[config.mk]
export PLATFORM = sky130hd
export DESIGN_NAME = rv32_bus_arbiter_flat
export DESIGN_NICKNAME = d
export VERILOG_FILES = /design/src/rtl/rv32_bus_arbiter_if.sv /design/src/rtl/rv32_bus_arbiter.sv /design/src/flat_wrapper.sv
export SDC_FILE = /design/constraint.sdc
export NUM_CORES = 1
export LEC_CHECK = 0
export ABC_AREA = 1
export CORE_AREA = 2 2 120 122
export DETAILED_ROUTE_END_ITERATION = 10
export DIE_AREA = 0 0 122 124
export GPL_TIMING_DRIVEN = 1
export PLACE_DENSITY = 0.58
export SLEW_MARGIN = 20
export SYNTH_ARGS = -nofsm -noshare
export SYNTH_HDL_FRONTEND = slang
export SYNTH_SLANG_ARGS = --single-unit
[constraint.sdc]
create_clock -name clk -period 1.75 [get_ports clk]
set_clock_uncertainty 0.2 [all_clocks]
set_input_delay 0.35 -clock clk [delete_from_list [all_inputs] [get_ports clk]]
set_output_delay 0.35 -clock clk [all_outputs]
set_load 0.02 [all_outputs]
[src/rtl/rv32_bus_arbiter_if.sv]
// Shared memory-bus bundle between N requesting masters and one slave.
// The arbiter uses the master modport; the surrounding system uses slave.
interface rv32_bus_arbiter_if #(
    parameter int NUM_PORTS  = 2,
    parameter int ADDR_WIDTH = 32,
    parameter int DATA_WIDTH = 32
);
    localparam int MASK_WIDTH = DATA_WIDTH / 8;

    logic [NUM_PORTS*ADDR_WIDTH-1:0] m_address_in;
    logic [NUM_PORTS-1:0]            m_read_in;
    logic [NUM_PORTS-1:0]            m_write_in;
    logic [NUM_PORTS*MASK_WIDTH-1:0] m_write_mask_in;
    logic [NUM_PORTS*DATA_WIDTH-1:0] m_write_value_in;
    logic [NUM_PORTS*DATA_WIDTH-1:0] m_read_value_out;
    logic [NUM_PORTS-1:0]            m_ready_out;

    logic [ADDR_WIDTH-1:0]           s_address_out;
    logic                            s_read_out;
    logic                            s_write_out;
    logic [MASK_WIDTH-1:0]           s_write_mask_out;
    logic [DATA_WIDTH-1:0]           s_write_value_out;
    logic [DATA_WIDTH-1:0]           s_read_value_in;
    logic                            s_ready_in;

    logic [NUM_PORTS-1:0]            grant_out;

    modport master (
        input  m_address_in,
        input  m_read_in,
        input  m_write_in,
        input  m_write_mask_in,
        input  m_write_value_in,
        output m_read_value_out,
        output m_ready_out,
        output s_address_out,
        output s_read_out,
        output s_write_out,
        output s_write_mask_out,
        output s_write_value_out,
        input  s_read_value_in,
        input  s_ready_in,
        output grant_out
    );

    modport slave (
        output m_address_in,
        output m_read_in,
        output m_write_in,
        output m_write_mask_in,
        output m_write_value_in,
        input  m_read_value_out,
        input  m_ready_out,
        input  s_address_out,
        input  s_read_out,
        input  s_write_out,
        input  s_write_mask_out,
        input  s_write_value_out,
        output s_read_value_in,
        output s_ready_in,
        input  grant_out
    );
endinterface

[src/rtl/rv32_bus_arbiter.sv]
// N-master to 1-slave memory bus arbiter, fixed-priority or round-robin.
// A grant stays frozen across slave wait states until done or abandoned.
module rv32_bus_arbiter #(
    parameter int NUM_PORTS   = 2,
    parameter int ADDR_WIDTH  = 32,
    parameter int DATA_WIDTH  = 32,
    parameter bit ROUND_ROBIN = 1'b1
) (
    input  logic               clk,
    input  logic               reset,
    rv32_bus_arbiter_if.master bus
);
    localparam int IW = $clog2(NUM_PORTS);
    localparam int MW = DATA_WIDTH / 8;

    typedef logic [IW-1:0] idx_t;
    typedef enum logic {ST_OPEN, ST_LOCKED} state_t;

    state_t state_q, state_d;
    idx_t   grant_q, grant_d;
    idx_t   last_q, last_d;

    logic [NUM_PORTS-1:0]  req;
    logic [ADDR_WIDTH-1:0] addr_a [NUM_PORTS];
    logic [MW-1:0]         mask_a [NUM_PORTS];
    logic [DATA_WIDTH-1:0] wval_a [NUM_PORTS];

    idx_t fp_idx, rr_idx, g;
    logic fp_hit, rr_hit, active;

    logic [NUM_PORTS-1:0] gnt, rdy;

    assign req = bus.m_read_in | bus.m_write_in;

    for (genvar i = 0; i < NUM_PORTS; i++) begin : g_slice
        assign addr_a[i] = bus.m_address_in[i*ADDR_WIDTH +: ADDR_WIDTH];
        assign mask_a[i] = bus.m_write_mask_in[i*MW +: MW];
        assign wval_a[i] = bus.m_write_value_in[i*DATA_WIDTH +: DATA_WIDTH];
    end

    // Lowest-index requester for fixed priority.
    always_comb begin
        fp_idx = '0;
        fp_hit = 1'b0;
        for (int i = NUM_PORTS - 1; i >= 0; i--) begin
            if (req[idx_t'(i)]) begin
                fp_idx = idx_t'(i);
                fp_hit = 1'b1;
            end
        end
    end

    // First requester after the last completed grant, wrapping around.
    always_comb begin
        int pos;
        pos    = 0;
        rr_idx = '0;
        rr_hit = 1'b0;
        for (int k = NUM_PORTS; k >= 1; k--) begin
            pos = (int'(last_q) + k) % NUM_PORTS;
            if (req[idx_t'(pos)]) begin
                rr_idx = idx_t'(pos);
                rr_hit = 1'b1;
            end
        end
    end

    // Grant choice and next-state: a live lock wins, else re-arbitrate.
    always_comb begin
        state_d = state_q;
        grant_d = grant_q;
        last_d  = last_q;
        active  = 1'b0;
        g       = '0;
        if (state_q == ST_LOCKED && req[grant_q]) begin
            active = 1'b1;
            g      = grant_q;
        end else if (ROUND_ROBIN && rr_hit) begin
            active = 1'b1;
            g      = rr_idx;
        end else if (!ROUND_ROBIN && fp_hit) begin
            active = 1'b1;
            g      = fp_idx;
        end
        if (active) begin
            if (bus.s_ready_in) begin
                state_d = ST_OPEN;
                last_d  = g;
            end else begin
                state_d = ST_LOCKED;
                grant_d = g;
            end
        end else begin
            state_d = ST_OPEN;
        end
    end

    // Grant and completion vectors; only the granted bit may be set.
    always_comb begin
        gnt = '0;
        rdy = '0;
        if (active) begin
            gnt[g] = 1'b1;
            rdy[g] = bus.s_ready_in;
        end
    end

    // Lock, held grant and round-robin pointer registers.
    always_ff @(posedge clk) begin
        if (reset) begin
            state_q <= ST_OPEN;
            grant_q <= '0;
            last_q  <= idx_t'(NUM_PORTS - 1);
        end else begin
            state_q <= state_d;
            grant_q <= grant_d;
            last_q  <= last_d;
        end
    end

    // Idle forwards port 0 address/data since g defaults to zero.
    assign bus.s_address_out     = addr_a[g];
    assign bus.s_write_value_out = wval_a[g];
    assign bus.s_read_out        = active & bus.m_read_in[g];
    assign bus.s_write_out       = active & bus.m_write_in[g];
    assign bus.s_write_mask_out  = active ? mask_a[g] : '0;
    assign bus.grant_out         = gnt;
    assign bus.m_ready_out       = rdy;
    assign bus.m_read_value_out  = {NUM_PORTS{bus.s_read_value_in}};
endmodule

[src/flat_wrapper.sv]
// flat-port wrapper written by rule: the top's interface ports become plain ports
module rv32_bus_arbiter_flat 
#(
    parameter int NUM_PORTS   = 2,
    parameter int ADDR_WIDTH  = 32,
    parameter int DATA_WIDTH  = 32,
    parameter bit ROUND_ROBIN = 1'b1
)
  (clk, reset, bus_m_address_in, bus_m_read_in, bus_m_write_in, bus_m_write_mask_in, bus_m_write_value_in, bus_m_read_value_out, bus_m_ready_out, bus_s_address_out, bus_s_read_out, bus_s_write_out, bus_s_write_mask_out, bus_s_write_value_out, bus_s_read_value_in, bus_s_ready_in, bus_grant_out);
  rv32_bus_arbiter_if #(.NUM_PORTS(NUM_PORTS), .ADDR_WIDTH(ADDR_WIDTH), .DATA_WIDTH(DATA_WIDTH)) bus_i ();
  input  logic clk;
  input  logic reset;
  input wire logic [$bits(bus_i.m_address_in)-1:0] bus_m_address_in;
  input wire logic [$bits(bus_i.m_read_in)-1:0] bus_m_read_in;
  input wire logic [$bits(bus_i.m_write_in)-1:0] bus_m_write_in;
  input wire logic [$bits(bus_i.m_write_mask_in)-1:0] bus_m_write_mask_in;
  input wire logic [$bits(bus_i.m_write_value_in)-1:0] bus_m_write_value_in;
  output wire logic [$bits(bus_i.m_read_value_out)-1:0] bus_m_read_value_out;
  output wire logic [$bits(bus_i.m_ready_out)-1:0] bus_m_ready_out;
  output wire logic [$bits(bus_i.s_address_out)-1:0] bus_s_address_out;
  output wire logic [$bits(bus_i.s_read_out)-1:0] bus_s_read_out;
  output wire logic [$bits(bus_i.s_write_out)-1:0] bus_s_write_out;
  output wire logic [$bits(bus_i.s_write_mask_out)-1:0] bus_s_write_mask_out;
  output wire logic [$bits(bus_i.s_write_value_out)-1:0] bus_s_write_value_out;
  input wire logic [$bits(bus_i.s_read_value_in)-1:0] bus_s_read_value_in;
  input wire logic [$bits(bus_i.s_ready_in)-1:0] bus_s_ready_in;
  output wire logic [$bits(bus_i.grant_out)-1:0] bus_grant_out;
  assign bus_i.m_address_in = bus_m_address_in;
  assign bus_i.m_read_in = bus_m_read_in;
  assign bus_i.m_write_in = bus_m_write_in;
  assign bus_i.m_write_mask_in = bus_m_write_mask_in;
  assign bus_i.m_write_value_in = bus_m_write_value_in;
  assign bus_m_read_value_out = bus_i.m_read_value_out;
  assign bus_m_ready_out = bus_i.m_ready_out;
  assign bus_s_address_out = bus_i.s_address_out;
  assign bus_s_read_out = bus_i.s_read_out;
  assign bus_s_write_out = bus_i.s_write_out;
  assign bus_s_write_mask_out = bus_i.s_write_mask_out;
  assign bus_s_write_value_out = bus_i.s_write_value_out;
  assign bus_i.s_read_value_in = bus_s_read_value_in;
  assign bus_i.s_ready_in = bus_s_ready_in;
  assign bus_grant_out = bus_i.grant_out;
  rv32_bus_arbiter #(.NUM_PORTS(NUM_PORTS), .ADDR_WIDTH(ADDR_WIDTH), .DATA_WIDTH(DATA_WIDTH), .ROUND_ROBIN(ROUND_ROBIN)) u_core (.clk(clk), .reset(reset), .bus(bus_i));
endmodule
==> impl_metrics.ini <==
[worst_hold_path]
hold_path.class = flip-flop to flip-flop

[route]
ant_nets = 0
vias_per_cell = 3.57
finalWirelength_um = 9090
vias = 2387
dr_wl_met2_um = 4130
drcViolationCount = 0
wl_per_cell_um = 13.6
first_iter_violations = 100
wl_met3_um = 1190
first_pass_iters = 6
drt-met1-wl_um = 3590
top_layer_used = met4

[layout]
final_cell_mix = nand2_1 (164), clkdlybuf4s50_1 (138), buf_6 (50), nand2_2 (43), buf_4 (32)
fin_nets = 664
regArea_um2 = 63.8
final_common_cell = nand2_1
syn_to_final_growth_pct = 152
diodes = 0
fin_area_um2 = 4000
fill_cells = 1537
multi_input_area_um2 = 1070
drive_above_1_share_pct = 34.2

[place]
port_buffers = 216
placed_cell_area_um2 = 3550
dpl.hpwl_um = 6530
routabilityCongestion = 0.753

[logic_synthesis]
ys_seq_elements = 3
yosys.area_share.adder_pct = 0
syn_area_um2 = 1590
ys_seq_area_share_pct = 3.78
synth_top_family_by_area = simple AND/OR/NAND/NOR gates
syn_nets = 497
synth_cells = 322
synth_xor_area_share_pct = 0
muxShareOfSynthArea_pct = 0
yosysWarningCount = 0
syn_avg_cell_area_um2 = 4.93
yosys.area_share.simple_pct = 56.3
synth_compound_area_share_pct = 0.315
synth_cell_types = 12

[timing]
period_share_pct = 114
setup_viol = 74
max_freq_ghz = 0.502
drv_slew = 0
relSlewSlack_pct = 89.4
tightest_slew_ns = 0.159
timing.setup.tns_ns = -12.22
hold_violations = 0
min_period_ns = 1.99
rsz0062_at_grt = yes
final.setup.worst_slack_ns = -0.242

[status]
violations = negative setup slack
status = complete, but fails checks

[global_routing]
grt_max_degree = 35
grt-ovfl-total = 0
grt_pass1_wl_um = 12200
antenna_found_initial = 0
grt_pass1_vias = 2194
track_usage_pct = 10.6

[floorplanning]
ios = 313
start_util_pct = 11.6
dieHeight_um = 124
core-area_um2 = 13700
die_area_um2 = 15100
die_x_um = 122
rows = 43

[cts]
cts_max_level = 1
cts_root_buffer = clkbuf_16
clk_path_buf_depth = 2
clock_sinks = 3
clkLatencyLatePin_ns = 0.23
clk_pin_slew_ns = 0.03
cts_tree = yes
cts_buffers = 3

[setup_path]
max_stage_delay_ns = 0.33
crit_family = buffers and inverters
end_kind = output port
crit_buf_inv = 5
start_kind = flip-flop
slowest_stage = dfxtp_2
critical_path_class = flip-flop to output port
crit_fanout = 6
path_common_cell = nand2_2
cp.arrival_ns = 1.44
worstPathCellList = inv_2 -> nand2_2 -> nand3_4 -> nand2_8 -> inv_12 -> buf_12 -> buf_8 -> nand2_2 -> nand2_2 -> buf_12
ff2ff_setup_slack_ns = 0.49
cp.required_ns = 1.20

[pwr]
leakage_nw = 1.98
ir_worst_vdd_v = 0.000424
power_density_nw_per_um2 = 526

[flow_run]
cap_viol_max_count = 0
-- final timing paths --
| path | end | start | depth (start not counted) |
|---|---|---|---|
| max | bus_s_write_value_out[8] | u_core.state_q$_SDFF_PP0_ | 10 |
| min | u_core.grant_q$_SDFFE_PP0P_ | u_core.grant_q$_SDFFE_PP0P_ | 4 |
| max reg2reg | u_core.last_q$_SDFFE_PP1P_ | u_core.state_q$_SDFF_PP0_ | 7 |
| min reg2reg | u_core.grant_q$_SDFFE_PP0P_ | u_core.grant_q$_SDFFE_PP0P_ | 4 |
-- through the flow --
stage	power (mW)	setup slack (ns)	util [%]	hold slack [ns]	std cells
finish	2.10	-0.242	29.1	0.333	668
detailed placement	1.52	-1.03	25.9	0.266	653
floorplan	0.889	0.0533	-	0.222	322
global route	2.23	-0.312	29.1	0.394	668
global placement	1.52	-1.03	25.9	0.258	653
CTS	2.02	-0.327	27.5	0.261	669
-- power by group --
| part | switching (mW) | internal, mW | leakage [nW] |
|---|---|---|---|
| Clock | 0.0685 | 0.301 | 0.0382 |
| Sequential | 0.00357 | 0.0752 | 0.0253 |
| Combinational | 0.771 | 0.883 | 1.92 |
-- cell type report --
cell class                      instances  area share (%)
Timing Repair Buffer                  240            62.7
Multi-Input combinational cell        230            26.7
Tap cell                              180            5.64
Clock buffer                            4            1.97
Sequential cell                         3            1.60
Inverter                               11            1.35
-- sequential cells by signal (all words and copies together), names as in the netlist --
name	flops
u_core.state_q	1
u_core.grant_q	1
u_core.last_q	1
-- cells by family (layout without fill, tap and decap cells) --
family | count (synthesis) | after routing
AO/OA/AOI/OAI | 1 | 1
buffers and inverters | 89 | 255
AND/OR/NAND/NOR | 229 | 229
flip-flops | 3 | 3
-- worst register-to-register path: stages (launching register included) --
cell	delay [ns]
dfxtp_2	0.33
inv_2	0.03
nand2_2	0.06
nand3_4	0.09
buf_4	0.18
nand3_1	0.09
buf_4	0.11
nand3_1	0.05
-- cells in the mapped netlist, drive strengths merged --
cell type	n	share of area (%)
nand2	213	51
buf	78	37
inv	11	2.6
nand3	11	4.3
nor2	5	1.2
dfxtp	3	3.8
a21oi	1	0.31
-- per-layer routing --
| layer | vias up | global-route usage, % |
|---|---|---|
| met5 | - | 0 |
| met4 | 0 | 3.16 |
| met3 | 22 | 4.99 |
| met2 | 144 | 17.0 |
| met1 | 995 | 12.5 |
| li1 | 1226 | - |
-- repair_timing --
action                     4_1_cts  5_1_grt
gates cloned                     6        0
gates resized for setup        379      112
hold buffers                     0        0
buffers inserted                 6        4
setup endpoints to repair       74       74
pin swaps                        7       16
Power figures use the tool's default switching activity.
